**src/rtl/bin2bcd_pkg.sv**
```systemverilog
// rtl/bin2bcd_pkg.sv - shared FSM state type and BCD nibble width for bin2bcd_seq
package bin2bcd_pkg;

    localparam int NIBBLE_W = 4;

    typedef enum logic [1:0] {
        IDLE,
        SHIFT,
        DONE
    } stateT;

endpackage

```
**src/rtl/bcd_digit_adj.sv**
```systemverilog
// rtl/bcd_digit_adj.sv - double-dabble digit correction, adds 3 to any digit >= 5
module bcd_digit_adj
    import bin2bcd_pkg::*;
(
    input  logic [NIBBLE_W-1:0] digitIn,
    output logic [NIBBLE_W-1:0] digitOut
);

    // Digits 5..9 become 8..12; the carry into the next digit comes from the shift.
    assign digitOut = (digitIn >= NIBBLE_W'(5)) ? digitIn + NIBBLE_W'(3) : digitIn;

endmodule

```
**src/rtl/bin2bcd_seq.sv**
```systemverilog
// rtl/bin2bcd_seq.sv - sequential shift-and-add-3 binary to BCD converter with leading-zero blanking
module bin2bcd_seq
    import bin2bcd_pkg::*;
#(
    parameter int WIDTH  = 16,
    parameter int DIGITS = 5
) (
    input  logic                       iCLK,
    input  logic                       iRST,
    input  logic                       iSTART,
    input  logic [WIDTH-1:0]           iBIN,
    output logic                       oBUSY,
    output logic                       oDONE,
    output logic [NIBBLE_W*DIGITS-1:0] oBCD,
    output logic [DIGITS-1:0]          oBLANK
);

    localparam int CNT_W = $clog2(WIDTH + 1);
    localparam int BCD_W = NIBBLE_W * DIGITS;

    if (10 ** DIGITS <= 2 ** WIDTH - 1) begin : gBadDigits
        $error("bin2bcd_seq: DIGITS too small to hold 2**WIDTH-1");
    end

    stateT             state;
    logic [WIDTH-1:0]  shiftReg;
    logic [BCD_W-1:0]  scratch;
    logic [BCD_W-1:0]  adjusted;
    logic [BCD_W-1:0]  nextScratch;
    logic [CNT_W-1:0]  bitCnt;

    // Digit 0 is never blanked so a zero result still shows one "0".
    function automatic logic [DIGITS-1:0] calcBlank(input logic [BCD_W-1:0] bcd);
        logic [DIGITS-1:0] blank;
        logic              allZero;
        blank   = '0;
        allZero = 1'b1;
        for (int k = DIGITS - 1; k >= 1; k--) begin
            allZero  = allZero && (bcd[k*NIBBLE_W +: NIBBLE_W] == '0);
            blank[k] = allZero;
        end
        return blank;
    endfunction

    for (genvar g = 0; g < DIGITS; g++) begin : gAdj
        bcd_digit_adj uAdj (
            .digitIn (scratch[g*NIBBLE_W +: NIBBLE_W]),
            .digitOut(adjusted[g*NIBBLE_W +: NIBBLE_W])
        );
    end

    assign nextScratch = {adjusted[BCD_W-2:0], shiftReg[WIDTH-1]};

    always_ff @(posedge iCLK or posedge iRST) begin
        if (iRST) begin
            state    <= IDLE;
            shiftReg <= '0;
            scratch  <= '0;
            bitCnt   <= '0;
            oBUSY    <= 1'b0;
            oDONE    <= 1'b0;
            oBCD     <= '0;
            oBLANK   <= calcBlank('0);
        end else begin
            case (state)
                IDLE: begin
                    if (iSTART) begin
                        shiftReg <= iBIN;
                        scratch  <= '0;
                        bitCnt   <= CNT_W'(WIDTH);
                        oBUSY    <= 1'b1;
                        state    <= SHIFT;
                    end
                end
                SHIFT: begin
                    scratch  <= nextScratch;
                    shiftReg <= {shiftReg[WIDTH-2:0], 1'b0};
                    bitCnt   <= bitCnt - CNT_W'(1);
                    // Outputs are registered, so the final result is loaded on the edge entering DONE.
                    if (bitCnt == CNT_W'(1)) begin
                        state  <= DONE;
                        oDONE  <= 1'b1;
                        oBCD   <= nextScratch;
                        oBLANK <= calcBlank(nextScratch);
                    end
                end
                DONE: begin
                    oDONE <= 1'b0;
                    oBUSY <= 1'b0;
                    state <= IDLE;
                end
                default: state <= IDLE;
            endcase
        end
    end

endmodule

```
**config.mk**
```make
export PLATFORM = sky130hd
export DESIGN_NAME = bin2bcd_seq
export DESIGN_NICKNAME = d
export VERILOG_FILES = /design/src/rtl/bin2bcd_pkg.sv /design/src/rtl/bcd_digit_adj.sv /design/src/rtl/bin2bcd_seq.sv
export SDC_FILE = /design/constraint.sdc
export NUM_CORES = 1
export LEC_CHECK = 0
export CORE_ASPECT_RATIO = 1.25
export CORE_MARGIN = 1.5
export CORE_UTILIZATION = 58
export CTS_CLUSTER_SIZE = 40
export DETAILED_ROUTE_END_ITERATION = 8
export GPL_ROUTABILITY_DRIVEN = 1
export HOLD_SLACK_MARGIN = 0.06
export PLACE_DENSITY_LB_ADDON = 0.25
export SYNTH_ARGS = -nofsm -noshare
export SYNTH_HDL_FRONTEND = slang
export SYNTH_SLANG_ARGS = --single-unit
```
**constraint.sdc**
```tcl
create_clock -name iCLK -period 4.7 [get_ports iCLK]
set_clock_uncertainty 0.15 [all_clocks]
set_input_delay 0.94 -clock iCLK [delete_from_list [all_inputs] [get_ports iCLK]]
set_output_delay 0.94 -clock iCLK [all_outputs]
set_load 0.01 [all_outputs]
```
; ---- Word level (Yosys, flattened, before mapping)
; Index checks and enable logic that the tools add are counted.
; Widths: inputs -> output; s select.
[totals]
output_inout_bits = 27
regBits = 69
[classes]
muxes = 18
add_sub_neg = 6
n_lt_le_gt_ge = 5
n_reduce_logical = 16
eq_ne = 5
[op_table]
columns = cell, count
row1 = $pmux 20 s2, 1
row2 = $pmux 16 s2, 1
row3 = $ge 4x3->1 const B, 5
row4 = $mux 20, 1
row5 = $add 4x2->4 const B, 4
row6 = $logic_not 4->1, 4
row7 = $mux 16, 1
row8 = $mux 4, 4
row9 = $pmux 5 s2, 1
row10 = $reduce_and 2->1, 5
row11 = $reduce_bool 2->1, 3
row12 = $eq 5x1->1 const B, 1
row13 = $mux 5, 1
row14 = $sub 5x1->5 const B, 1
row15 = $mux 2, 2
row16 = $ne 2x2->1 const B, 2
row17 = $pmux 1 s2, 2
row18 = $pmux 2 s2, 1
row19 = $add 3x2->3 const B, 1
row20 = $logic_and 1x1->1, 3
row21 = $mux 3, 1
row22 = $eq 2x1->1 const B, 1
row23 = $eq 2x2->1 const B, 1
row24 = $logic_not 2->1, 1
row25 = $mux 1, 2

; ---- Logic depth before layout (Yosys ltp)
; Gate-level depths: netlist (run 1).
[logic_depth]
depth_word = 6
depth_mapped = 7
ltp_nobuf = 7

; ---- By module
; A second synthesis (run 1) with hierarchy kept.
[unflattened]
cells_unflattened = 300
area_unflattened_um2 = 3360.7
[modules_own_cells]
columns = mod, seq_area_each_um2, n_inst, area_per_inst_um2, cells_each
row1 = bin2bcd_seq, 1731.7, 1, 2854.0, 220
row2 = bcd_digit_adj, 0.0, 5, 101.3, 16

; ---- Worst setup path before layout (run 1)
; OpenSTA, ideal clock, no wires.
[synth_timing]
kind = input-to-reg
from = in iSTART
to = reg shiftReg[15]
path_slack_ps = 2728
path_stages = 6
arrival_ps = 1756
required_time_ps = 4484
setup_ps = 66
n_path_buf = 2
cell_sequence = and3_1 > buf_2 > nor2_1 > clkbuf_1 > nand2_1 > nand2_1
[synth_via]
elab_chain_len = 2
[synth_lines]
columns = element, line
row1 = from (decl), bin2bcd_seq.sv:10  ; input logic iSTART,
row2 = $ne 2x2->1 (no source line), -
row3 = $reduce_and 2->1 (no source line), -
row4 = to (signal assigned), bin2bcd_seq.sv:68  ; shiftReg <= iBIN;
row5 = to (signal assigned), bin2bcd_seq.sv:77  ; shiftReg <= {shiftReg[WIDTH-2:0], 1'b0};
row6 = to (decl), bin2bcd_seq.sv:26  ; logic [WIDTH-1:0] shiftReg;
; Every way passes these cells.
; A chain may end at the register's enable or synchronous reset.

; ---- Final worst setup path (run 1)
[layout_timing]
from = in iSTART
to = reg scratch[15]
[layout_via]
elab_chain_len = 2
[layout_lines]
columns = element, line
row1 = $ne 2x2->1 (no source line), -
row2 = $reduce_and 2->1 (no source line), -
row3 = to (signal assigned), bin2bcd_seq.sv:76  ; scratch <= nextScratch;
row4 = to (decl), bin2bcd_seq.sv:27  ; logic [BCD_W-1:0] scratch;
; Every way passes these cells.

==> metrics list, run 1 <==
- Run status: completed
- First-pass GRT wire length: roughly 12000 um
* Boundary pin count: between 40 and 50
- After clock tree synthesis, the clock-pin slew on the worst setup and hold paths is 0.07 ns.
* Bufs and invs on worst path: 3
- For the worst setup path, the data required time is between 4 and 5 ns.
* Standard-cell row count: 30
- Via density: about 5.7
- The count of buffers added on input and output ports is 44.
- Maximum net fanout on the critical path: 19
- Post-layout instance count excluding filler cells: about 460
- Number of global-route vias before repair: 2518
- After detailed routing, the average wire length per cell comes to 14.63 um.
- Summed over all cells, the static leakage comes to between 0.0015 and 0.002 uW.
- The synthesized design contains 0 enable-type register cells.
- In the final layout, the share of cells above drive strength 1 is slightly below 9%.
* Worst hold slack after final layout: 0.3220 ns
- Max_slew headroom: approximately 26%
- Global routing used around a quarter of the available tracks.
- Number of antenna violations at the first check in global routing: 0
* Maximum ir drop on the vdd rail: 304.5 uV
* Netlist cell types: 38
- Post-synthesis sequential element count: 69
* Layout fillers: a little over 400
- For this run the aggregate overflow at the end of global routing stands at 0.
* # resized after CTS: 0
- Insertion delay of the later-clocked pin in the worst-skew pair: between 0.3 and 0.4 ns
- The count of final max-slew check failures is 0.
- For this design, the sink count on the clock tree is 69.
- Setup repair after global routing left no endpoint under its margin.
- Number of levels in the clock H-tree: 3
- The number of setup buffers added after CTS is 0.
* Area growth from synthesis to final layout: 20.35%
- WP data arrival: about 2.7 ns
* Total area of multi-input combinational cells: between 0.001 and 0.0015 mm2
- CP top delay family: buffers and inverters
- DR vias: around 2600
- Summed over all nets, the half-perimeter wirelength after detailed placement is around 4700 um.
- Main synth FF type: dfrtp_1
* Die Span Y: between 80 and 90 um
- The largest individual stage delay along the critical path comes from the cell nor2_1.
- Endpoint kind of the worst setup timing path: flop
* Mean post-synth cell area: roughly 9.5 um2
- Number of setup violations in the final report: 0
* Least-Margin Pin Slew: about 1.1 ns
- The die is ~70 um wide.
- Entering global routing, the biggest net connects 45 pins.
- Gate count after technology mapping: between 300 and 400
- Once placement completed, the tool counted placed cells totaling between 400 and 500.
- The total area inside the core boundary comes to ~0.0054 mm2.
* Antenna violation net count after detailed routing: 0
- Maximum buffer depth of the clock tree: 2
- Storage cell area: 0.001732 mm2
- Final critical path time including I/O delays and setup: 2.606 ns
- Across the run, the number of max-cap violations was 0.
- The final-report hold violation count was 0.
- Peak per-stage delay on the critical path: around 0.48 ns
- Element type at the critical path start: primary input
- When the netlist entered floorplanning its net count stood at between 300 and 400.
- Achievable Freq: ~380 MHz
- Overall die area: roughly 0.0061 mm2
- For this design the ratio of total power to cell area is approximately 700 mW/mm2.
- The root buffer cell chosen for the clock tree is clkbuf_8.
* Share of the yosys chip area belonging to registers: roughly 53%
* Post-layout net count: 419
* Asr flop ratio synth: 100.0%
- Detailed Route WL: 6687 um
* DRC violation count after routing: 0
* Critical-path cell list: clkdlybuf4s50_1, and3_1, buf_4, nor2_1, buf_4, o21ai_0, o21ai_0
* Number of buffers added by the clock tree synthesis step: 9
* CTS Hold Bufs: 0
- Worst min path class: flop to flop
* Synth warn: 0
* Antenna diode count: 0
- Netlist area before placement: between 0.003 and 0.004 mm2
- Crit path kind: primary input to flop
* Starting density of the core: about three fifths
- For this run, the detailed router's first-pass iteration total came to 4.
* First-iteration detailed-routing DRC count: 162
- Period Utilization, post-route: 55.45%
- TritonCTS built the clock tree.
- Final-layout setup total negative slack: 0 ns
* Final weighted congestion in routability-driven placement: 0.7587
-- power breakdown --
part,internal (uW),switching [uW],leakage (uW)
Clock,221,212,0.0000877
Combinational,575,678,0.000842
Sequential,868,208,0.000848
Total,1660,1100,0.00178
-- cells in the mapped netlist (all sizes together) (2+ instances only) --
| master | instances | share of area [%] |
|---|---|---|
| nor3b | 8 | 2.0 |
| nand2 | 76 | 8.7 |
| nor4b | 2 | 0.99 |
| clkbuf | 13 | 1.5 |
| inv | 16 | 1.8 |
| buf | 4 | 0.65 |
| ha | 12 | 4.6 |
| o31ai | 2 | 0.61 |
| mux2 | 5 | 1.7 |
| a22oi | 15 | 3.4 |
| dfstp | 4 | 3.2 |
| mux2i | 4 | 1.2 |
| xnor2 | 5 | 1.3 |
| nand3 | 23 | 3.5 |
| nor2 | 2 | 0.23 |
| a21oi | 16 | 2.4 |
| o21ai | 50 | 7.6 |
| nor3 | 5 | 0.76 |
| dfrtp | 65 | 50 |
| nand2b | 5 | 0.95 |
-- state kept, by name, summed over array words and instances (netlist names) --
name and cells:
oBCD 20, scratch 20, shiftReg 16, bitCnt 5
oBLANK 4, state 2, oBUSY 1, oDONE 1
-- layout make-up --
cell class                 count  share of cell area, %
clock buffer                  15                  4.220
clock inverter                 1                 0.1269
inverter                      16                  1.523
multi-input combinational    242                  35.88
sequential                    69                  43.91
tap                           64                  2.030
timing repair buffer          50                  12.31
-- through the flow --
step	area (um2)	setup WS [ns]	util, %	total power [uW]
6_report	3944	2.094	72.46	2762
3_3_place_gp	3772	1.799	69.31	2262
3_5_place_dp	3772	1.754	69.31	2336
2_1_floorplan	3277	1.877	-	1885
4_1_cts	3944	2.105	72.46	2774
5_1_grt	3944	1.944	72.46	2986
-- layout by cell type, fill, tap and decap left out, drive strengths merged, types with 2 or more instances in the layout --
| cell type | n |
|---|---|
| clkbuf | 15 |
| nand3 | 23 |
| dfstp | 4 |
| mux2i | 4 |
| o21ai | 50 |
| nand2 | 76 |
| a22oi | 15 |
| o31ai | 2 |
| nor4b | 2 |
| inv | 16 |
| nor3b | 8 |
| dfrtp | 65 |
| nor2 | 2 |
| nor3 | 5 |
| nand2b | 5 |
| buf | 6 |
| mux2 | 5 |
| ha | 12 |
| a21oi | 16 |
| clkdlybuf4s50 | 44 |
| xnor2 | 5 |
-- metal layers --
layer | part of all wire [%] | up-vias | track usage (%) | routed length [um]
li1 | - | 1271 | - | -
met1 | 45 | 1275 | 30.38 | 3010
met2 | 50 | 44 | 40.31 | 3368
met3 | 2.6 | 11 | 5.208 | 177
met4 | 2.0 | 0 | 11.54 | 131
met5 | 0 | - | 0 | 0
-- worst register-to-register path, stage by stage, from the launching register on --
cell and delay (ns):
dfrtp_1 0.39, inv_1 0.09, ha_1 0.15, nor4b_4 0.24, nand2_1 0.69, inv_1 0.38, nor2_1 0.07, a31oi_1 0.15
-- cell families (layout without fill, tap and decap cells) --
logic type / Yosys count / after routing / synth area share [%]
simple gates: 128 / 128 / 19.01
compound gates: 87 / 87 / 15.20
flops: 69 / 69 / 52.84
buf+inv: 33 / 82 / 3.971
fa+ha+maj: 12 / 12 / 4.582
mux: 9 / 9 / 2.940
xor+xnor: 5 / 5 / 1.336
other cells: 1 / 1 / 0.1144
-- final timing paths --
path	start	end	slack (ns)	cells past startpoint
worst min register to register	oBLANK[3]	oBLANK[3]	0.32	2
min in group asynchronous	iRST	oBCD[7]	0.81	2
worst min-delay path	oBLANK[3]	oBLANK[3]	0.32	2
max in group asynchronous	iRST	oBCD[19]	2.84	3
worst max-delay path	iSTART	scratch[15]	2.09	7
worst max register to register	bitCnt[1]	oBCD[3]	2.31	7
No activity file was read; power rests on OpenSTA's default activity.
==> inputs of run 2 (changes only) <==
CORE_UTILIZATION = 49   (was 58)
clock period = 2.2 ns   (was 4.7 ns; I/O delays follow)
==> run 2 against run 1 <==
Compared with the run above:
- core utilization decreased by 9.7 points
- combinational power grew 120%
- wire length is 0.87% lower
- critical path depth is the same
- sequential power grew 110%
- cell area grew 3.7%
- via count fell by 0.77%
==> metrics list, run 2 (synthesis results as in run 1) <==
- After global routing the overflow that remains totals 0.
- Cell type of the slowest stage on the worst timing path: dfrtp_1
- STA classifies the critical path startpoint as a flop.
- Detailed Route WL: 6629 um
- In this run the worst hold path is classified as primary input to async pin.
- Across every metal layer, demand over resource in global routing totals between 20% and 30%.
* Maximum buffer depth of the clock tree: 2
- Required time reported for the critical path endpoint: 2.31 ns
- The clock drives between 60 and 70 sinks.
* Commonest cells after routing, fill and taps aside: nand2_1 (76), dfrtp_1 (65), o21ai_0 (49), clkdlybuf4s50_1 (44), nand3_1 (23)
* Via density: 5.311
- The die covers ~0.007 mm2.
* Critical-path cell list: inv_1, ha_1, nand2b_1, a21oi_1, mux2i_1, nand3_1, o31ai_2
* Maximum ir drop on the vdd rail: approximately 700 uV
- Standard-cell row count: 33
- GRT Max-Usage Layer: met2
- The later pin in the worst-skew pair is clocked with a latency of 0.35 ns.
- Achievable Freq: between 400 and 500 MHz
* Number of levels in the clock H-tree: 3
- Setup repair after global routing left no endpoint under its margin.
- For the final routed database, the setup TNS stands at 0 ns.
- After clock tree synthesis, the clock-pin slew on the worst setup and hold paths is ~0.08 ns.
* Stages on the worst setup path: 7
- For this block, the via count after detailed routing is around 2600.
- The number of clock buffers added by TritonCTS is 9.
- Post-layout instance count excluding filler cells: slightly below 500
* Final weighted congestion in routability-driven placement: 0.7790
- Post-route cell area: between 0.004 and 0.005 mm2
- Bufs and invs on worst path: 1
* Routing usage on met3: under 10%
* Sum of net half-perimeters after detailed placement: approximately 4700 um
- The number of antenna violations at the first check in global routing came to 0.
- The setup check on the worst reg-to-reg path leaves a slack of ~0.16 ns.
* Number of detailed-routing iterations run before antenna repair: 4
* Largest registers: oBCD: 20 flops, scratch: 20 flops, shiftReg: 16 flops
- Width of the die: between 70 and 80 um
* Per-cell routed wire length: about 14 um
- Most common library cell in the layout ignoring fill and taps: nand2_1
- Worst hold slack after final layout: approximately 0.26 ns
- Global routing consumed, on the met2 layer, about 37% of the routing resources.
- Number of pins with negative max-slew slack in the final report: 0
- Grouping stages by cell kind, the critical path spends the most delay in compound AO/OA/AOI/OAI gates.
- Along the worst path, the maximum fanout reaches 5.
* Number of max-cap violations: 0
- Relative to the synthesized area, the layout overhead comes to 24.86%.
- 46 I/O pins were placed.
* Number of cells traversed by the worst register-to-register path: 7
* Worst setup path endpoint: oBLANK[1]
- The detailed router finished its first iteration with roughly 140 violations.
* Period Utilization, post-route: 92.86%
- The worst path needs between 2 and 2.5 ns of the cycle, external delays included.
* Area of the core: 0.006524 mm2
- Port bufs: 44
* Antenna diode count: 0
- Once the floorplan was initialized, standard cells occupied 50.23% of the core.
- In this run the critical register-to-register path is launched from scratch[8].
- For this run, the slowest stage of the critical path takes 0.43 ns.
* Number of global-route vias before repair: approximately 2600
* Worst Slack Setup Final: between 0.15 and 0.2 ns
- First-pass GRT wire length: 11670 um
- DRC violation count after routing: 0
- Die Span Y: 94.43 um
- Power density of the placed cells: approximately 1500 mW/mm2
* CTS tree: done
- CTS Hold Bufs: 0
* Post-layout net count: 425
- WP data arrival: 2.15 ns
- In the global route stage, met1 resource usage came out at between 20% and 30%.
- Antenna violation net count after detailed routing: 0
- Endpoint kind of the worst setup timing path: flop
* Final hold violation count: 0
- Leak Pwr: 0.001835 uW
- In this run the worst setup path begins at scratch[8].
- Run status: completed
- Total instance count after detailed placement: 470
- Share of post-route cells with drive strength above 1: between 10% and 20%
- Setup violations remaining at the end of the flow were counted as 0.
- Endpoint of the worst register-to-register path: oBLANK[1]
- At the placement stage, the worst setup path has a slack of between 0.1 and 0.15 ns.
- Clk Tree Root Cell: clkbuf_8
- Maximum number of pins on one net before global-route repair: 40
- Post-place instance area: around 0.0039 mm2
* Layout fillers: around 600
* Crit path kind: flop to flop
==> run 2: cell count changes in the layout (fill, tap and decap cells not counted), sizes merged <==
| cell | before | now |
|---|---|---|
| buf | 6 | 12 |
| clkbuf | 15 | 12 |
| bufinv | 0 | 2 |
| clkinv | 1 | 2 |
| inv | 16 | 15 |
| clkinvlp | 0 | 1 |
==> run 2: power by group <==
group / switching, uW / internal, uW / total, uW
Sequential: 428 / 1850 / 2280
Combinational: 1450 / 1290 / 2730
Clock: 476 / 697 / 1170
Total: 2350 / 3840 / 6190
==> run 2: worst min path at each step <==
stage	to	slack (ns)	depth (start not counted)
final	oBCD[14]	0.26	2
after floorplan	oBUSY	0.28	1
after CTS	oBCD[14]	0.27	2
after global placement	oBLANK[3]	0.31	2
after detailed placement	oBLANK[3]	0.30	2
after global routing	scratch[14]	0.30	2
==> run 2: timing repair <==
action,in CTS,in global routing
hold endpoints to repair,0,0
gates resized for setup,0,1
buffers inserted,0,0
endpoints found under the setup margin,0,2
==> run 2: metal layers <==
metal	wire, um	part of all wire (%)	vias up
met1	2871	43	1229
met4	138	2.1	0
met2	3397	51	58
met5	0	0	-
met3	221	3.3	12
li1	-	-	1282
==> run 2: metrics by stage <==
stage	utilization, %	power (uW)
finish	62.72	6187
global route	62.72	6708
CTS	62.66	6237
detailed placement	59.21	5045
global placement	59.21	4917
floorplan	-	4027
==> run 2: final cells by class <==
type	instances	area, um2	area share (%)
sequential	69	1732	42.32
multi-input combinational	242	1419	34.68
timing repair buffer	56	543.0	13.27
clock buffer	12	155.1	3.792
tap	87	108.9	2.661
clock inverter	4	70.07	1.713
inverter	16	63.81	1.560
==> inputs of run 3 (changes only) <==
--- a/config.mk
+++ b/config.mk
@@ -15,4 +15,6 @@
 export PLACE_DENSITY_LB_ADDON = 0.25
+export SLEW_MARGIN = 15
 export SYNTH_ARGS = -nofsm -noshare
 export SYNTH_HDL_FRONTEND = slang
+export SYNTH_HIERARCHICAL = 1
 export SYNTH_SLANG_ARGS = --single-unit
--- a/constraint.sdc
+++ b/constraint.sdc
@@ -4,2 +4,2 @@
 set_output_delay 0.44 -clock iCLK [all_outputs]
-set_load 0.01 [all_outputs]
+set_load 0.05 [all_outputs]
==> run 3 against run 2 <==
Compared with the run above:
- sequential cell count unchanged
- synthesized cell count shrank 14%
- synthesized area grew 1.9%
- highest routed layer unchanged
- largest power group unchanged
- core utilization increased by 0.65 points
==> metrics list, run 3 <==
- The flow ran to the end, and the final reports show no timing, DRC or antenna violations.
- Sum of net half-perimeters after detailed placement: about 4300 um
- Total instance count after detailed placement: 429
* Width of the die: around 77 um
- The number of global-route vias before repair was 2333.
- Clk Tree Root Cell: clkbuf_8
* Number of antenna violations at the first check in global routing: 0
- The first TritonRoute pass finished after 5 iterations.
- CTS clk-pin slew, worst paths: ~0.080 ns
- For this run, design rule violations remaining after detail routing come to 0.
* DR vias: 2412
- For the pin with the worst max-slew slack, the measured transition is approximately 0.5 ns.
- On the final layout, the worst hold slack is about 0.29 ns.
* Mean post-synth cell area: between 10 and 15 um2
- The worst pin sits at a relative slew slack of around 66%.
- In this run the count of I/O pins placed on the die edge is 46.
* Endpoint kind of the worst setup timing path: primary output
- For this block, the initial DRC count from the detailed router was 149.
- The routed design has between 6000 and 7000 um of wire.
- Largest registers: oBCD: 20 flops, scratch: 20 flops, shiftReg: 16 flops
* Number of pins with negative max-slew slack in the final report: 0
- Maximum buffer depth of the clock tree: 2
- CTS tree: done
- For the finished layout, the period the worst path requires is 2.124 ns.
- The later pin in the worst-skew pair is clocked with a latency of 0.34 ns.
* Final weighted congestion in routability-driven placement: between 0.8 and 0.9
- Maximum ir drop on the vdd rail: roughly 730 uV
* Leak Pwr: about 0.0019 uW
- The mapped netlist covers 0.003341 mm2.
- Overall die area: about 0.0073 mm2
* Power density of the placed cells: between 1500 and 2000 mW/mm2
- Grouping stages by cell kind, the critical path spends the most delay in buffers and inverters.
- The H-tree generated during clock tree synthesis spans 3 levels.
- The signal on the critical path passes through clkdlybuf4s50_1.
- Period Utilization, post-route: 96.56%
- STA classifies the critical path startpoint as a flop.
* Required time reported for the critical path endpoint: roughly 1.6 ns
* Starting density of the core: about half
- Bufs and invs on worst path: 1
- The final-report hold violation count came to 0.
- Entering global routing, the biggest net connects 32 pins.
- Layout fillers: around 550
- Dividing the detail-routed via count by the number of cells gives 5.408.
* Worst min path class: primary input to async pin
* Gate count after technology mapping: ~300
- Met2 Wirelength: around 3000 um
- Signal routing reaches up to met4.
- Most common library cell in the layout ignoring fill and taps: dfrtp_1
- Clock tree synthesis inserted a total of 9 buffers.
- The routed design uses approximately 210 um of met3 wire.
* Port bufs: 44
- In the final design database the tool counted slightly below 400 nets.
- Wire length on met1: roughly 3000 um
* Area of the core: approximately 0.0066 mm2
- Per-cell routed wire length: 14.28 um
- Standard-cell row count: 33
* Stages on the worst setup path: 1
* WP data arrival: around 1.5 ns
- Post-layout instance count excluding filler cells: 446
- Peak per-stage delay on the critical path: 0.82 ns
* Area growth from synthesis to final layout: 24.53%
- Crit path kind: flop to primary output
- Share of post-route cells with drive strength above 1: ~20%
- The Yosys step of the flow raised 6 warnings.
- CTS saw 69 sinks.
* Number of cells traversed by the worst register-to-register path: 8
- The first global-routing pass estimated about 11000 um of wire.
* Syn_nets: 327
* Antenna diode count: 0
- Number of setup violations in the final report: 0
* Achievable Freq: around 470 MHz
- Total GRT Usage: 19.05%
* Number of max-cap violations: 0
- Cell type of the slowest stage on the worst timing path: clkdlybuf4s50_1
- Maximum net fanout on the critical path: 2
- Final-layout setup total negative slack: 0 ns
* Die Span Y: about 95 um
* Sum of overflow across all layers after global routing: 0
- Antenna violation net count after detailed routing: 0
- Commonest cells after routing, fill and taps aside: dfrtp_1 (65), clkdlybuf4s50_1 (40), nand2_1 (36), o21ai_0 (24), a22o_1 (21)
run 3: final timing paths:
kind	from	endpoint	slack [ns]
worst max-delay path	oBCD[0]	oBCD[0]	0.08
worst min-delay path	iRST	oBCD[19]	0.29
worst max register to register	scratch[16]	oBLANK[2]	0.08
worst min register to register	oBLANK[3]	oBLANK[3]	0.32
max in group asynchronous	iRST	shiftReg[13]	1.13
min in group iCLK	oBLANK[3]	oBLANK[3]	0.32
run 3: layout make-up:
cell class                      instances  area [um2]  share of cell area (%)
Clock buffer                           12       155.1                   3.729
Inverter                               17       67.56                   1.624
Tap cell                               87       108.9                   2.617
Clock inverter                          4       22.52                  0.5414
Sequential cell                        69        1732                   41.62
Timing Repair Buffer                   61       583.1                   14.02
Multi-Input combinational cell        196        1491                   35.85
run 3: through the flow:
stage	cell area, um2	setup slack, ns	total power, uW	utilization (%)
final	4160	0.07573	6606	63.37
after CTS	4136	0.06303	6569	63.01
after global routing	4160	-0.03750	7051	63.37
after global placement	3959	0.1408	5528	60.30
after floorplan	3344	0.2104	4572	-
after detailed placement	3959	0.08083	5612	60.30
run 3: per-layer routing:
metal / track usage, % / up-vias
met5: 0 / -
met1: 25.31 / 1191
met2: 29.79 / 60
li1: - / 1152
met3: 3.062 / 9
met4: 10.96 / 0
run 3: what timing repair did:
item | 4_1_cts | 5_1_grt
buffers inserted | 0 | 1
hold buffers | 0 | 0
hold endpoints to repair | 0 | 0
setup endpoints to repair | 0 | 2
gates resized for setup | 0 | 3
run 3: power by group:
group          switching [uW]  internal, uW
Sequential                390          1820
Combinational            1940          1510
Clock                     478           465
